==> config.mk <==
export PLATFORM = sky130hd
export DESIGN_NAME = viterbi_bmu_acs
export DESIGN_NICKNAME = d
export VERILOG_FILES = /design/src/rtl/viterbi_pkg.sv /design/src/rtl/viterbi_acs_node.sv /design/src/rtl/viterbi_bmu_acs.sv
export SDC_FILE = /design/constraint.sdc
export NUM_CORES = 1
export LEC_CHECK = 0
export ABC_AREA = 1
export CORE_MARGIN = 2
export CORE_UTILIZATION = 50
export DETAILED_ROUTE_END_ITERATION = 8
export GPL_ROUTABILITY_DRIVEN = 0
export PLACE_DENSITY_LB_ADDON = 0.05
export SETUP_SLACK_MARGIN = 0.2
export SLEW_MARGIN = 20
export SYNTH_ARGS = -nofsm -noshare
export SYNTH_HDL_FRONTEND = slang
export SYNTH_HIERARCHICAL = 1
export SYNTH_SLANG_ARGS = --single-unit
==> constraint.sdc <==
create_clock -name i_clk -period 15.8 [get_ports i_clk]
set_clock_uncertainty 0.05 [all_clocks]
set_input_delay 3.16 -clock i_clk [delete_from_list [all_inputs] [get_ports i_clk]]
set_output_delay 3.16 -clock i_clk [all_outputs]
set_load 0.1 [all_outputs]
==> src/rtl/viterbi_pkg.sv <==
// Shared constants, types and trellis helpers for the K=3, (7,5) Viterbi decoder.
package viterbi_pkg;

    localparam int unsigned K          = 3;
    localparam int unsigned NUM_STATES = 1 << (K - 1);
    localparam int unsigned PM_W       = 5;

    typedef logic [1:0]      state_t;
    typedef logic [PM_W-1:0] pm_t;

    typedef enum logic [1:0] {
        IDLE,
        RUN,
        DONE
    } fsm_t;

    // Expected encoder output {c0, c1} when input u is shifted in from state s.
    function automatic logic [1:0] exp_sym(input state_t s, input logic u);
        return {u ^ s[1] ^ s[0], u ^ s[0]};
    endfunction

endpackage

==> src/rtl/viterbi_acs_node.sv <==
// One add-compare-select butterfly half: picks the cheaper of two predecessors, saturating.
module viterbi_acs_node #(
    parameter int unsigned PM_W = 5
) (
    input  logic [PM_W-1:0] pm0,
    input  logic [PM_W-1:0] pm1,
    input  logic [1:0]      bm0,
    input  logic [1:0]      bm1,
    output logic [PM_W-1:0] pm_new,
    output logic            decision
);

    logic [PM_W:0]   sum0;
    logic [PM_W:0]   sum1;
    logic [PM_W-1:0] cand0;
    logic [PM_W-1:0] cand1;

    always_comb begin
        sum0  = {1'b0, pm0} + (PM_W+1)'(bm0);
        sum1  = {1'b0, pm1} + (PM_W+1)'(bm1);
        cand0 = sum0[PM_W] ? '1 : sum0[PM_W-1:0];
        cand1 = sum1[PM_W] ? '1 : sum1[PM_W-1:0];
        // Ties go to the b0=0 predecessor.
        decision = (cand1 < cand0);
        pm_new   = decision ? cand1 : cand0;
    end

endmodule

==> src/rtl/viterbi_bmu_acs.sv <==
// Branch-metric and ACS stage: runs one frame of the 4-state trellis and publishes survivors.
module viterbi_bmu_acs
    import viterbi_pkg::*;
#(
    parameter int unsigned NUM_STEPS  = 8,
    parameter int unsigned NUM_STATES = 4,
    parameter int unsigned PM_W       = 5
) (
    input  logic                            i_clk,
    input  logic                            i_rst_n,
    input  logic                            i_start,
    input  logic                            i_valid,
    input  logic [1:0]                      i_sym,
    output logic                            o_busy,
    output logic                            o_done,
    output logic [NUM_STEPS*NUM_STATES-1:0] o_decisions,
    output logic [1:0]                      o_best_state,
    output logic [PM_W-1:0]                 o_best_metric
);

    localparam int unsigned CW = (NUM_STEPS > 1) ? $clog2(NUM_STEPS) : 1;
    localparam logic [CW-1:0] LAST_STEP = CW'(NUM_STEPS - 1);

    fsm_t state_q, state_d;

    logic [CW-1:0]                   step_q;
    logic [PM_W-1:0]                 pm_q   [NUM_STATES];
    logic [PM_W-1:0]                 pm_new [NUM_STATES];
    logic [PM_W-1:0]                 pm_p0  [NUM_STATES];
    logic [PM_W-1:0]                 pm_p1  [NUM_STATES];
    logic [1:0]                      bm0    [NUM_STATES];
    logic [1:0]                      bm1    [NUM_STATES];
    logic [NUM_STATES-1:0]           dec_col;
    logic [NUM_STEPS*NUM_STATES-1:0] work_dec;
    logic [NUM_STEPS*NUM_STATES-1:0] dec_next;
    state_t                          best_s;
    logic [PM_W-1:0]                 best_m;
    logic                            step_en;
    logic                            last_step;

    function automatic logic [1:0] hamming2(input logic [1:0] x);
        return {1'b0, x[1]} + {1'b0, x[0]};
    endfunction

    // Next state {u,b1} is reached from {b1,0} and {b1,1} with input u.
    always_comb begin
        for (int unsigned s = 0; s < NUM_STATES; s++) begin
            state_t ns;
            state_t p0;
            state_t p1;
            ns       = state_t'(s);
            p0       = {ns[0], 1'b0};
            p1       = {ns[0], 1'b1};
            pm_p0[s] = pm_q[p0];
            pm_p1[s] = pm_q[p1];
            bm0[s]   = hamming2(i_sym ^ exp_sym(p0, ns[1]));
            bm1[s]   = hamming2(i_sym ^ exp_sym(p1, ns[1]));
        end
    end

    for (genvar g = 0; g < NUM_STATES; g++) begin : g_acs
        viterbi_acs_node #(.PM_W(PM_W)) u_node (
            .pm0      (pm_p0[g]),
            .pm1      (pm_p1[g]),
            .bm0      (bm0[g]),
            .bm1      (bm1[g]),
            .pm_new   (pm_new[g]),
            .decision (dec_col[g])
        );
    end

    always_comb begin
        best_s = '0;
        best_m = pm_new[0];
        for (int unsigned s = 1; s < NUM_STATES; s++) begin
            if (pm_new[s] < best_m) begin
                best_s = state_t'(s);
                best_m = pm_new[s];
            end
        end
    end

    always_comb begin
        dec_next = work_dec;
        dec_next[int'(step_q)*NUM_STATES +: NUM_STATES] = dec_col;
    end

    assign step_en   = (state_q == RUN) && i_valid && !i_start;
    assign last_step = (step_q == LAST_STEP);

    always_ff @(posedge i_clk or negedge i_rst_n) begin
        if (!i_rst_n) begin
            state_q <= IDLE;
        end else begin
            state_q <= state_d;
        end
    end

    always_comb begin
        state_d = state_q;
        o_busy  = 1'b0;
        o_done  = 1'b0;
        case (state_q)
            IDLE: ;
            RUN: begin
                o_busy = 1'b1;
                if (i_valid && last_step) begin
                    state_d = DONE;
                end
            end
            DONE: begin
                o_done  = 1'b1;
                state_d = IDLE;
            end
            default: state_d = IDLE;
        endcase
        if (i_start) begin
            state_d = RUN;
        end
    end

    always_ff @(posedge i_clk or negedge i_rst_n) begin
        if (!i_rst_n) begin
            step_q        <= '0;
            work_dec      <= '0;
            o_decisions   <= '0;
            o_best_state  <= '0;
            o_best_metric <= '0;
            for (int unsigned s = 0; s < NUM_STATES; s++) begin
                pm_q[s] <= (s == 0) ? '0 : '1;
            end
        end else if (i_start) begin
            step_q   <= '0;
            work_dec <= '0;
            for (int unsigned s = 0; s < NUM_STATES; s++) begin
                pm_q[s] <= (s == 0) ? '0 : '1;
            end
        end else if (step_en) begin
            step_q   <= step_q + 1'b1;
            work_dec <= dec_next;
            for (int unsigned s = 0; s < NUM_STATES; s++) begin
                pm_q[s] <= pm_new[s];
            end
            if (last_step) begin
                o_decisions   <= dec_next;
                o_best_state  <= best_s;
                o_best_metric <= best_m;
            end
        end
    end

endmodule
# Word level (Yosys, flattened, before mapping)
# Cells that the tools add are included.
[totals]
ff_bits = 96
inputBits = 6
output_inout_bits = 41
wordCells = 80
[classes]
addsub = 14
order_cmp = 7
eq_ne = 5
shifts = 2
mux = 30
n_bitwise = 4
n_reduce_logical = 8
[op_table]
columns = ["cell", "count"]
rows = [
  ["$mux 5", 15],
  ["$mux 32", 2],
  ["$add 5x2->6", 8],
  ["$mux 20", 2],
  ["$lt 5x5->1", 7],
  ["$neg 5->34", 1],
  ["$shift 4x34->32 const A", 1],
  ["$shiftx 4x34->32", 1],
  ["$bwmux 32", 1],
  ["$add 1x1->2", 4],
  ["$mux 2", 4],
  ["$mux 3", 2],
  ["$pmux 2 s2", 1],
  ["$add 3x1->3 const B", 1],
  ["$eq 3x3->1 const B", 1],
  ["$logic_and 1x1->1", 3],
  ["$mux 1", 3],
  ["$ne 3x2->1 const B", 1],
  ["$not 1->1", 3],
  ["$reduce_and 3->1", 1],
  ["$eq 2x1->1 const B", 1],
  ["$eq 2x2->1 const B", 1],
  ["$logic_not 2->1", 1],
  ["$ne 2x2->1 const B", 1],
  ["other kinds (4)", 4],
]

# Logic depth before layout (Yosys ltp)
[logic_depth]
ltp_word = 12
ltp_mapped = 39
ltp_nobuf = 39

# Hierarchy
# Netlist, hierarchy kept.
[by_module_without_submodules]
columns = ["mod", "n_inst", "cells_each", "area_per_inst_um2", "seq_area_each_um2"]
rows = [
  ["viterbi_bmu_acs", 1, 502, 4518.1, 2421.1],
  ["viterbi_acs_node", 4, 87, 513.0, 0.0],
]

# Worst setup path after synthesis
# OpenSTA, ideal clock, no wires.
[synth_path]
path_kind = "input to register"
start = "input i_sym[0]"
end = "register o_best_metric[0]"
setup_time_ns = 0.120
t_arrival_ns = 8.458
required_time_ns = 15.630
path_slack_ns = 7.172
cell_stages = 33
n_path_buf = 0
path_cell_list = "inv_1 > ha_1 > inv_1 > ha_1 > inv_1 > fa_1 > nor2_1 > xor2_1 > nand2_1 > ha_1 > nand2_1 > inv_1 > nor3_4 > nand2_4 > nand2_1 > nand2_1 > ha_1 > a21oi_2 > nand3_4 > o21ai_0 > ha_1 > a21oi_1 > nor2_1 > a211oi_4 > nand2_4 > o21ai_1 > ha_1 > a21oi_1 > nor2_1 > a211oi_4 > nand3_1 > nand3_1 > nand2_1"
[synth_rtl]
columns = ["item", "line_no", "source"]
rows = [
  ["start, declared", "viterbi_bmu_acs.sv:13", "input logic [1:0] i_sym,"],
  ["end signal, assigned", "viterbi_bmu_acs.sv:147", "o_best_metric <= best_m;"],
  ["end, declared", "viterbi_bmu_acs.sv:18", "output logic [PM_W-1:0] o_best_metric"],
]

==> results.md <==
* Share of Yosys cell area claimed by the top area cell type at 30.9%
* Final-report hold violation count at 0
* Fraction of layout instances using a drive strength above 1 at 11.5%
* Worst Min Path Start: work_dec[14]
* Routed wire length at 15.2 mm
* Hold/Removal Path Class: reg2reg
* Total Die Area at 14100 um2
* Number of buffers added for setup after CTS at 0
* Deepest clock path buffer count at 2
* CP max FO at 10
* YS warnings at 6
* Flip-flop cell with the highest count after synthesis: sky130_fd_sc_hd__dfrtp_1
* Hold endpoint: work_dec[14]
* Multiplexer fraction of the synthesized cell area at 0%
* Worst endpoint required time at 16020 ps
* Max Fclk at 105 MHz
* Count of H-tree levels built during CTS at 3
* Pin count of the biggest net entering global routing at 73
* Type of destination of the critical path: register
* Synthesized area at 6570 um2
* Nature of the critical path startpoint: primary input
* Antenna Nets Post-Route at 0
* Average cell area after synthesis at roughly 7.7 um2
* CTS clock-pin slew for the worst setup and hold paths at 70 ps
* Die span in y at between 100 and 150 um
* Number of I/O pins at 47
* Via count of the first global-routing pass at 5491
* Total routing usage reported by global routing at around 23%
* Cell types occupying the most area after synthesis: sky130_fd_sc_hd__dfrtp_1, sky130_fd_sc_hd__nand2_1, sky130_fd_sc_hd__ha_1, sky130_fd_sc_hd__inv_1, sky130_fd_sc_hd__dfstp_2
* Total number of nets in the final design at 959
* Count leader, synth: sky130_fd_sc_hd__nand2_1
* Number of DRC violations after detailed-routing iteration 0 at 300
* Insertion delay of the later-clocked pin in the worst-skew pair at 340 ps
* Count of unique library cells instantiated by Yosys at 32
* Area share of fa/ha/maj cells after synthesis at between 10% and 20%
* Initial antenna violation count at 0
* Detailed-route DRC error count at 0
* Cell depth of the worst flop-to-flop path at 34
* Post-detail-place hpwl at 11.5 mm
* Area of the core at 12700 um2
* Final critical path time including I/O delays and setup at 9560 ps
* Post-synthesis sequential element count at 96
* Startpoint of the worst-slack reg-to-reg timing path: pm_p1[5]
* Area share of and/or/nand/nor cells after synthesis at 27.4%
* Root cell of the clock tree: sky130_fd_sc_hd__clkbuf_16
* Data arrival, critical path at 9780 ps
* Overflow left after global routing at 0
* Layout area overhead at 14.1%
* Delay of the slowest cell on the worst path at approximately 510 ps
* Pin slew with the least headroom to its limit at 975 ps
* Slowest-stage cell, CP: sky130_fd_sc_hd__clkdlybuf4s50_1
* Cts-stage hold buffer count at 0
* Cell count of the worst hold path at 2
* Register-to-register path setup slack at 9560 ps
* Hold Slack at 432 ps
* Number of resized instances in the post-cts repair step at 0
* Xor and xnor fraction of the mapped netlist area at 2.13%
* Cts bufs inserted at 9
* Startpoint-to-endpoint class of the critical path: in2reg
* Clock Sink Count at 96
* Net count of the mapped netlist at 916
* Clock tree from TritonCTS: done
* Async SR Flop Fraction at 100%
* Setup repair after global routing missed its margin: false
* # setup viols final at 0
* Share of the yosys chip area belonging to registers at 36.9%
* Endpoint of the most critical register-to-register path: o_best_metric[0]
* Part of the cycle the worst path needs at 60.5%
* Count of fill cells added during filler insertion at 1198
* Worst slew slack as a fraction of its limit at 34.8%
* Post-synth EDFFs at 0
* Total via count in the routed design at 5508
* Compound-gate portion of the synthesized area at 13.2%
* Post-detailed-route wirelength per cell at 14.2 um
* Average vias per placed instance at 5.15
* Initial standard-cell utilization of the core at between 50% and 60%
* Dominant cell type by area after synthesis: sky130_fd_sc_hd__dfrtp_1
* Number of pins with negative max-slew slack in the final report at 0
* Post-synth top cells: sky130_fd_sc_hd__nand2_1, sky130_fd_sc_hd__inv_1, sky130_fd_sc_hd__dfrtp_1
* Wire length of the first global-routing pass at 26.3 mm
* Antenna cell count at 0
* Run status: finished clean
* Die extent in x at 119 um
* Post-route setup TNS at 0 ps
* Count of input and output buffers at 46
* Syn Inst Count at 850
* Placement Rows at 41
* Dominant combinational cell family by area after synthesis: simple AND/OR/NAND/NOR gates
* Max-cap viol count at 0
* Detailed Routing Iterations Pass 1 at 5
==> cells by family after synthesis <==
family / Yosys count
flops: 96
buf+inv: 141
xor+xnor: 16
simple gates: 387
compound gates: 150
fa+ha+maj: 60
==> layout make-up <==
cell class,count,area [um2],area share (%)
clock inverter,6,68.8,0.918
inverter,124,465,6.21
tap,172,215,2.87
sequential,96,2420,32.3
timing repair buffer,49,480,6.41
multi-input combinational,613,3620,48.3
clock buffer,9,225,3.00
==> layer usage <==
layer	wire (um)	global-route usage (%)	part of all wire [%]	up-vias
met5	0	0	0	-
met4	255	6.18	1.7	0
met3	601	3.86	4.0	23
met2	6900	36.8	45	122
met1	7410	31.5	49	2556
li1	-	-	-	2807
==> worst max-delay path, delay by kind of cell <==
kind,cells,cell delay [ps]
AND/OR/NAND/NOR,17,1880
XOR/XNOR,1,160
adder cells (fa/ha/maj),7,2210
buffers and inverters,6,960
AO/OA/AOI/OAI,6,1420
==> placed cells by master, fill, tap and decap left out, types with 13 or more instances in the layout <==
cell type                         netlist  final
sky130_fd_sc_hd__o21ai_1               23     23
sky130_fd_sc_hd__nand3_1               38     38
sky130_fd_sc_hd__dfstp_2               15     15
sky130_fd_sc_hd__o22ai_1               16     16
sky130_fd_sc_hd__nand2_1              248    248
sky130_fd_sc_hd__xor2_1                16     16
sky130_fd_sc_hd__a21oi_1               15     15
sky130_fd_sc_hd__nor2_1                37     37
sky130_fd_sc_hd__nand2_2               25     24
sky130_fd_sc_hd__inv_1                119    119
sky130_fd_sc_hd__nand2_4               12     13
sky130_fd_sc_hd__dfrtp_1               81     81
sky130_fd_sc_hd__o21ai_0               76     76
sky130_fd_sc_hd__ha_1                  52     52
sky130_fd_sc_hd__clkdlybuf4s50_1        0     45
==> state kept, by name, summed over array words and instances (netlist names) <==
name / flops
step_q: 3
work_dec: 32
o_best_state: 2
pm_p1: 10
o_decisions: 32
o_best_metric: 5
state_q: 2
pm_p0: 10
==> through the flow <==
stage	utilization [%]	std cells	setup slack [ps]	cell area [um2]
2_1_floorplan	-	850	7170	6570
3_3_place_gp	56.6	1054	6290	7200
3_5_place_dp	56.6	1054	5900	7200
4_1_cts	58.9	1069	6250	7490
5_1_grt	58.9	1069	5670	7500
6_report	58.9	1069	6240	7500
==> worst max-delay path by stage <==
stage | endpoint | startpoint
after detailed placement | o_best_metric[0] | i_sym[0]
after global placement | o_best_metric[1] | i_sym[0]
after CTS | o_best_metric[0] | i_sym[0]
after global routing | o_best_metric[4] | i_sym[0]
final | o_best_metric[0] | i_sym[0]
after floorplan | o_best_metric[0] | i_sym[0]
Power is not shown: default switching activity piles up to over one toggle a cycle in this logic, so the estimate is an artifact.
